File: config.mk
export PLATFORM = sky130hd
export DESIGN_NAME = muldiv_unit
export DESIGN_NICKNAME = d
export VERILOG_FILES = /design/src/rtl/muldiv_unit_pkg.sv /design/src/rtl/muldiv_unit.sv
export SDC_FILE = /design/constraint.sdc
export NUM_CORES = 1
export LEC_CHECK = 0
export ABC_AREA = 0
export CAP_MARGIN = 20
export CORE_MARGIN = 2
export CORE_UTILIZATION = 35
export DETAILED_ROUTE_END_ITERATION = 6
export PLACE_DENSITY = 0.61
export SLEW_MARGIN = 20
export SYNTH_ARGS = -nofsm -noshare
export SYNTH_HDL_FRONTEND = slang
export SYNTH_SLANG_ARGS = --single-unit
File: constraint.sdc
create_clock -name clk_i -period 7 [get_ports clk_i]
set_clock_uncertainty 0.1 [all_clocks]
set_input_delay 0.7 -clock clk_i [delete_from_list [all_inputs] [get_ports clk_i]]
set_output_delay 0.7 -clock clk_i [all_outputs]
set_load 0.01 [all_outputs]
File: src/rtl/muldiv_unit_pkg.sv
// Shared M-extension definitions for the RV32 multiply/divide unit.
// Opcodes match the instruction funct3 field.
package muldiv_unit_pkg;

  localparam int XLEN = 32;
  localparam int CNTW = $clog2(XLEN);

  localparam logic [2:0] MD_MUL  = 3'b000;
  localparam logic [2:0] MD_DIV  = 3'b100;
  localparam logic [2:0] MD_DIVU = 3'b101;
  localparam logic [2:0] MD_REM  = 3'b110;
  localparam logic [2:0] MD_REMU = 3'b111;

  localparam logic [XLEN-1:0] MIN_INT = {1'b1, {(XLEN-1){1'b0}}};

endpackage

File: src/rtl/muldiv_unit.sv
// Iterative shift-add multiplier / restoring divider with a
// start/busy/valid handshake; one iteration per operand bit.
module muldiv_unit
  import muldiv_unit_pkg::*;
(
  input  logic            clk_i,
  input  logic            rst_i,
  input  logic            start_i,
  input  logic [2:0]      op_i,
  input  logic [XLEN-1:0] data1_i,
  input  logic [XLEN-1:0] data2_i,
  output logic            busy_o,
  output logic            valid_o,
  output logic [XLEN-1:0] data_o
);

  typedef enum logic [1:0] {
    S_IDLE,
    S_BUSY,
    S_DONE
  } state_t;

  state_t state_q, state_d;

  logic [2*XLEN-1:0] acc_q, acc_nx;
  logic [XLEN-1:0]   quo_q, quo_nx;
  logic [XLEN-1:0]   opnd_q, res_q;
  logic [CNTW-1:0]   cnt_q;
  logic              mul_q, rem_q;
  logic              negq_q, negr_q;

  logic            accept, last;
  logic            is_div, sgn, div0, ovf;
  logic            special, a_neg, b_neg;
  logic [XLEN-1:0] a_mag, b_mag, spc_res;
  logic [XLEN-1:0] mcand, sub;
  logic [XLEN:0]   sum;
  logic            ge;
  logic [XLEN-1:0] q_fin, r_fin, fin_res;

  assign accept  = start_i && (state_q != S_BUSY);
  assign last    = cnt_q == CNTW'(XLEN-1);
  assign is_div  = op_i[2];
  assign sgn     = is_div && !op_i[0];
  assign div0    = is_div && (data2_i == '0);
  assign ovf     = sgn && (data1_i == MIN_INT)
                   && (data2_i == '1);
  assign special = (op_i != MD_MUL)
                   && (!is_div || div0 || ovf);

  assign a_neg = sgn && data1_i[XLEN-1];
  assign b_neg = sgn && data2_i[XLEN-1];
  assign a_mag = a_neg ? -data1_i : data1_i;
  assign b_mag = b_neg ? -data2_i : data2_i;

  // op_i[1] selects the remainder flavour of a divide
  always_comb begin
    spc_res = '0;
    unique case (1'b1)
      div0:    spc_res = op_i[1] ? data1_i : '1;
      ovf:     spc_res = op_i[1] ? '0 : MIN_INT;
      default: spc_res = '0;
    endcase
  end

  always_comb begin
    mcand = quo_q[0] ? opnd_q : '0;
    sum   = {1'b0, acc_q[2*XLEN-1:XLEN]}
            + {1'b0, mcand};
    // 33-bit partial remainder vs divisor
    ge    = acc_q[2*XLEN-1:XLEN-1]
            >= {1'b0, opnd_q};
    sub   = acc_q[2*XLEN-2:XLEN-1] - opnd_q;
    if (mul_q) begin
      acc_nx = {sum, acc_q[XLEN-1:1]};
      quo_nx = {1'b0, quo_q[XLEN-1:1]};
    end else begin
      acc_nx = ge
        ? {sub, acc_q[XLEN-2:0], 1'b0}
        : {acc_q[2*XLEN-2:0], 1'b0};
      quo_nx = {quo_q[XLEN-2:0], ge};
    end
    q_fin = negq_q ? -quo_nx : quo_nx;
    r_fin = negr_q ? -acc_nx[2*XLEN-1:XLEN]
                   : acc_nx[2*XLEN-1:XLEN];
    if (mul_q)
      fin_res = acc_nx[XLEN-1:0];
    else
      fin_res = rem_q ? r_fin : q_fin;
  end

  always_comb begin
    state_d = state_q;
    unique case (state_q)
      S_IDLE, S_DONE: begin
        if (accept)
          state_d = special ? S_DONE : S_BUSY;
        else
          state_d = S_IDLE;
      end
      S_BUSY: if (last) state_d = S_DONE;
      default: state_d = S_IDLE;
    endcase
  end

  always_ff @(posedge clk_i) begin
    if (rst_i) begin
      state_q <= S_IDLE;
      acc_q   <= '0;
      quo_q   <= '0;
      opnd_q  <= '0;
      res_q   <= '0;
      cnt_q   <= '0;
      mul_q   <= 1'b0;
      rem_q   <= 1'b0;
      negq_q  <= 1'b0;
      negr_q  <= 1'b0;
    end else begin
      state_q <= state_d;
      if (accept) begin
        cnt_q  <= '0;
        mul_q  <= op_i == MD_MUL;
        rem_q  <= op_i[1];
        negq_q <= a_neg ^ b_neg;
        negr_q <= a_neg;
        if (op_i == MD_MUL) begin
          acc_q  <= '0;
          quo_q  <= data2_i;
          opnd_q <= data1_i;
        end else begin
          acc_q  <= {{XLEN{1'b0}}, a_mag};
          quo_q  <= '0;
          opnd_q <= b_mag;
        end
        if (special) res_q <= spc_res;
      end else if (state_q == S_BUSY) begin
        acc_q <= acc_nx;
        quo_q <= quo_nx;
        cnt_q <= cnt_q + CNTW'(1);
        if (last) res_q <= fin_res;
      end
    end
  end

  assign busy_o  = state_q == S_BUSY;
  assign valid_o = state_q == S_DONE;
  assign data_o  = res_q;

endmodule

Word-level counts from Yosys, hierarchy flattened. Cells that the tools add are included.

Reductions and logical operators: 21. Bitwise gates (word level): 1. Multiplexer cells: 28. Magnitude comparators: 1. $add $sub $neg: 7. Equal/unequal tests: 8.

Operator list (count): 32-bit two-way mux (19); 64-bit two-way mux (4); 32-bit negator (4); 32-bit equality test (second input constant) (2); 32-bit case mux with 2 select lines (1); 32-bit by 32-bit adder with 33-bit output (1); 33-bit by 32-bit >= comparator with 1-bit output (1); 32-bit zero test (1); 32-bit subtractor (1); 1-bit logical AND (8); 2-bit two-way mux (3); 2-bit by 1-bit inequality test with 1-bit output (second input constant) (3); 5-bit by 1-bit adder with 5-bit output (second input constant) (1); 5-bit equality test (second input constant) (1); 2-bit case mux with 2 select lines (1); 2-bit nonzero test (2); 2-bit OR reduction (2); 3-bit zero test (1); 3-bit AND reduction (1); 3-bit nonzero test (1); 2-bit by 1-bit equality test with 1-bit output (second input constant) (1); 2-bit equality test (second input constant) (1); 1-bit zero test (2); 2-bit zero test (1); other kinds (2) (3).

Output and inout bits: 34. Word-level logic and storage cells: 76. Input port bits: 70. Register bits after elaboration: 171.

Logic depth before layout (Yosys ltp).
Depth after elaboration: 10. Mapped depth: 19. Depth with buffers taken out: 17.

Worst setup path after synthesis. OpenSTA, ideal clock, no wires.

Kind: flip-flop to flip-flop. From: register quo_q[0]. To: register res_q[30] (netlist: data_o[30]). Path buffers: 1. Period minus slack after synthesis: 4.415 ns. Setup time: 0.134 ns. Data required time: 6.766 ns. Arrival time: 4.181 ns. Cell stages (with the launch flop): 18. Slack: 2.585 ns. Cell sequence: dfxtp_1 > clkbuf_1 > and2_1 > ha_1 > inv_1 > fa_1 > nand2b_1 > a21oi_1 > o2111ai_1 > a2111oi_0 > nor2_1 > a2bb2oi_1 > xor2_1 > o22ai_1 > or4_4 > or4_1 > nand4_1 > a211oi_1.

Cells in the longest elaborated chain, start to end: 10. Elaborated cells between the ends (all ways): 13. Those cells by class: 3 x add/sub; 10 x mux.

Ends and longest elaborated chain: start: declaration (line muldiv_unit.sv:26) `logic [XLEN-1:0] quo_q, quo_nx;`; start signal: assignment (line muldiv_unit.sv:128) `quo_q <= data2_i;`; start signal: assignment (line muldiv_unit.sv:138) `quo_q <= quo_nx;`; 32-bit two-way mux (line muldiv_unit.sv:67) `mcand = quo_q[0] ? opnd_q : '0;`; 32-bit by 32-bit adder with 33-bit output (line muldiv_unit.sv:69) `+ {1'b0, mcand};`; 64-bit two-way mux (line muldiv_unit.sv:74) `if (mul_q) begin`; 32-bit negator (line muldiv_unit.sv:84) `r_fin = negr_q ? -acc_nx[2*XLEN-1:XLEN]`; 32-bit two-way mux (line muldiv_unit.sv:84); 32-bit two-way mux * (line muldiv_unit.sv:89) `fin_res = rem_q ? r_fin : q_fin;`; 32-bit two-way mux * (line muldiv_unit.sv:86) `if (mul_q)`; 32-bit two-way mux * (line muldiv_unit.sv:140) `if (last) res_q <= fin_res;`; 32-bit two-way mux * (line muldiv_unit.sv:136) `end else if (state_q == S_BUSY) begin`; 32-bit two-way mux * (line muldiv_unit.sv:120) `if (accept) begin`; end signal: assignment (line muldiv_unit.sv:135) `if (special) res_q <= spc_res;`; end signal: assignment (line muldiv_unit.sv:140); end: declaration (line muldiv_unit.sv:27) `logic [XLEN-1:0] opnd_q, res_q;`.

Mark *: on every way between the ends. The rest lies on a longest branch, timed or not. The select of a mux whose other input is x is not followed. A chain may end at the register's enable or synchronous reset.

Worst setup path after layout. Same ends and word-level chain as after synthesis.

==> flow_metrics.py <==
metrics = {
    "outcome": {
        "status": "finished, violations left",
        "violations": "DRC",
    },
    "critical_path": {
        "path_max_fanout": 34,
        "critPathLaunchType": "flip-flop",
        "rr_worst_depth": 16,
        "crit_arrival_ns": 5.95,
        "cp-end-kind": "flip-flop",
        "critPathKind": "flip-flop to flip-flop",
        "required_ns": 7.20,
    },
    "layout": {
        "syn2layout_area_growth_pct": 12.3,
        "register_area_sq_um": 3430,
        "fin_util_pct": 40.0,
        "fin_nets": 2379,
        "multi_input_area_sq_um": 11900,
        "nFillCells": 4762,
        "drive_above_1_share_pct": 5.96,
        "antennaDiodeCount": 0,
    },
    "timing": {
        "finalSetupTns_ns": 0,
        "finalCritPeriodShare_pct": 82.1,
        "hold_violations": 0,
        "drv_slew": 0,
        "setup_slack_ns": 1.25,
        "tightest_slew_ns": 1.22,
        "setup-violations-final": 0,
        "rsz0062_at_grt": "false",
        "finalCriticalPeriod_ns": 5.75,
        "max_freq_mhz": 174,
        "relSlewSlack_pct": 18.1,
    },
    "synth": {
        "yosysTopAreaCellShare_pct": 21.1,
        "syn_avg_cell_area_sq_um": 7.24,
        "syn-num-nets": 2387,
        "synth_top_family_by_area": "compound AO/OA/AOI/OAI gates",
        "yosys_warnings": 0,
        "synth_edf_count": 0,
        "yosys.area_share.xor_xnor_pct": 7.06,
        "synth_area_leaders": "dfxtp_1 (21%), a21oi_1 (6.1%), nor2_1 (6.0%)",
        "synth_adder_area_share_pct": 5.71,
        "synthTopCellsByCount": "nor2_1 (260), a21oi_1 (198), dfxtp_1 (171)",
        "yosys.area_share.simple_pct": 23.5,
        "synth.distinct_cells": 97,
        "ys_ff_latch": 171,
        "synth_area_sq_um": 16200,
        "synth_compound_area_share_pct": 32.8,
        "async_flop_share_pct": 0,
        "muxShareOfSynthArea_pct": 4.19,
        "synth_ff_type": "dfxtp_1",
        "synth.most_common_cell": "nor2_1",
        "synth_top_area_cell": "dfxtp_1",
        "syn_inst": 2244,
        "seq_area_frac_synth_pct": 21.1,
    },
    "route": {
        "wl_met1_um": 29800,
        "drt_wl_total_um": 70100,
        "wl_met3_um": 6550,
        "wl_per_cell_um": 24.6,
        "via_per_inst": 6.39,
        "vias": 18200,
        "drt_iter0_markers": 2176,
        "ant_nets": 0,
        "top_layer_used": "met4",
        "dr.pass1.iters": 7,
        "route.detailed.drc": 1,
        "routed-wl-met2_um": 30500,
    },
    "job": {
        "drv_cap": 0,
    },
    "power_and_ir_drop": {
        "p_switching_w": 0.00176,
        "swShare_pct": 44.1,
        "pwr-share-comb_pct": 45.1,
        "sequentialPowerShare_pct": 28.8,
        "power_density_nw_per_um2": 219,
        "peakVddDrop_v": 0.000191,
        "p_leak_nw": 6.91,
        "power_frac_clock_pct": 26.1,
        "p_int_w": 0.00223,
    },
    "worst_hold_path": {
        "hold_depth": 1,
        "worstHoldPathType": "flip-flop to flip-flop",
    },
    "place": {
        "dp_hpwl_um": 53100,
        "dpl_worst_slack_ns": 1.34,
        "portBuffers": 103,
        "gp_congestion": 1.00,
    },
    "floorplanning": {
        "fp-row-count": 78,
        "dieArea_sq_um": 48200,
        "fp.dieH_um": 219,
        "ios": 104,
        "die_x_um": 219,
        "initial_utilization_pct": 35.7,
        "core_sq_um": 45600,
    },
    "clocking": {
        "cts_max_level": 4,
        "clkSlewWorstSetupHoldPaths_ns": 0.08,
        "cts_hold_buf": 0,
        "clk_path_buf_depth": 2,
        "cts_setup_buffers": 0,
        "root_buffer": "clkbuf_16",
        "cts_tree": "done",
        "cts_resized": 0,
        "cts-buffers-inserted": 17,
        "clk_latency_ns": 0.47,
        "clock_sinks": 171,
    },
    "global_routing": {
        "grt_max_degree": 94,
        "grt_usage_pct": 28.7,
        "first_global_vias": 16500,
        "grt_pass1_wl_um": 105000,
        "antenna_found_initial": 0,
        "grt-ovfl-total": 0,
    },
}
==> layout by cell type (no fill, tap or decap), types with 71 or more instances in the layout <==
cell,count
a21oi_1,198
o21ai_0,144
nor2_1,257
ha_1,71
nand2_1,156
xnor2_1,78
a211oi_1,109
clkdlybuf4s50_1,102
dfxtp_1,170
==> flip-flops by register name, indices dropped and copies added (netlist names), 2 cells and up <==
| name | flops |
|---|---|
| cnt_q | 5 |
| quo_q | 32 |
| state_q | 2 |
| acc_q | 64 |
| opnd_q | 32 |
| data_o | 32 |
==> area by class of cell <==
cell class	count	share of cell area (%)
clock buffers	17	2.33
clock inverters	15	1.02
repair buffers	134	6.91
multi-input cells	1841	65.4
inverters	71	1.46
well taps	600	4.11
flip-flops and latches	171	18.8
==> stage by stage <==
stage | hold WS (ns) | total power [W] | area (sq um) | std cells
after detailed placement | 0.368 | 0.00292 | 17600 | 2817
after floorplan | 0.339 | 0.00229 | 16200 | 2244
after CTS | 0.380 | 0.00396 | 18300 | 2849
after global routing | 0.401 | 0.00417 | 18300 | 2849
final | 0.378 | 0.00400 | 18300 | 2849
after global placement | 0.358 | 0.00290 | 17600 | 2817
==> power groups by stage <==
| stage | combinational (W) | clock, W | sequential, W |
|---|---|---|---|
| 6_report | 0.00180 | 0.00104 | 0.00115 |
| 5_1_grt | 0.00192 | 0.00109 | 0.00116 |
| 4_1_cts | 0.00176 | 0.00105 | 0.00115 |
| 3_5_place_dp | 0.00175 | 0 | 0.00117 |
| 3_3_place_gp | 0.00173 | 0 | 0.00117 |
| 2_1_floorplan | 0.00117 | 0 | 0.00112 |
==> kinds of logic (layout without fill, tap and decap cells) <==
group,count (synthesis),after routing
and+or+nand+nor,780,780
buffers and inverters,232,237
DFF,171,171
xor gates and xnor gates,131,131
AOI/OAI and AO/OA,791,791
adders and majority gates,73,73
muxes,66,66
==> path summary, 6_finish.rpt <==
kind | from | endpoint | slack, ns
hold / removal | cnt_q[3] | cnt_q[3] | 0.38
hold reg to reg | cnt_q[3] | cnt_q[3] | 0.38
setup reg to reg | quo_q[0] | data_o[30] | 1.25
setup / recovery | quo_q[0] | data_o[30] | 1.25
==> worst max-delay path: stages (launching register included) <==
cell and delay (ns):
dfxtp_1 1.05, and2_1 0.24, ha_1 0.18, inv_1 0.06
fa_1 0.39, nand2b_1 0.19, a21oi_1 0.41, o2111ai_1 0.30
a2111oi_0 0.71, nor2_1 0.14, a2bb2oi_1 0.18, xor2_1 0.13
o22ai_1 0.19, or4_4 0.58, or4_1 0.52, nand4_1 0.11
a211oi_1 0.07
==> per-layer routing <==
layer,vias up,track usage [%]
met5,-,0
met4,0,12.5
met3,155,6.13
met2,975,43.8
met1,8746,38.8
li1,8339,-
No activity file was read; power rests on OpenSTA's default activity.
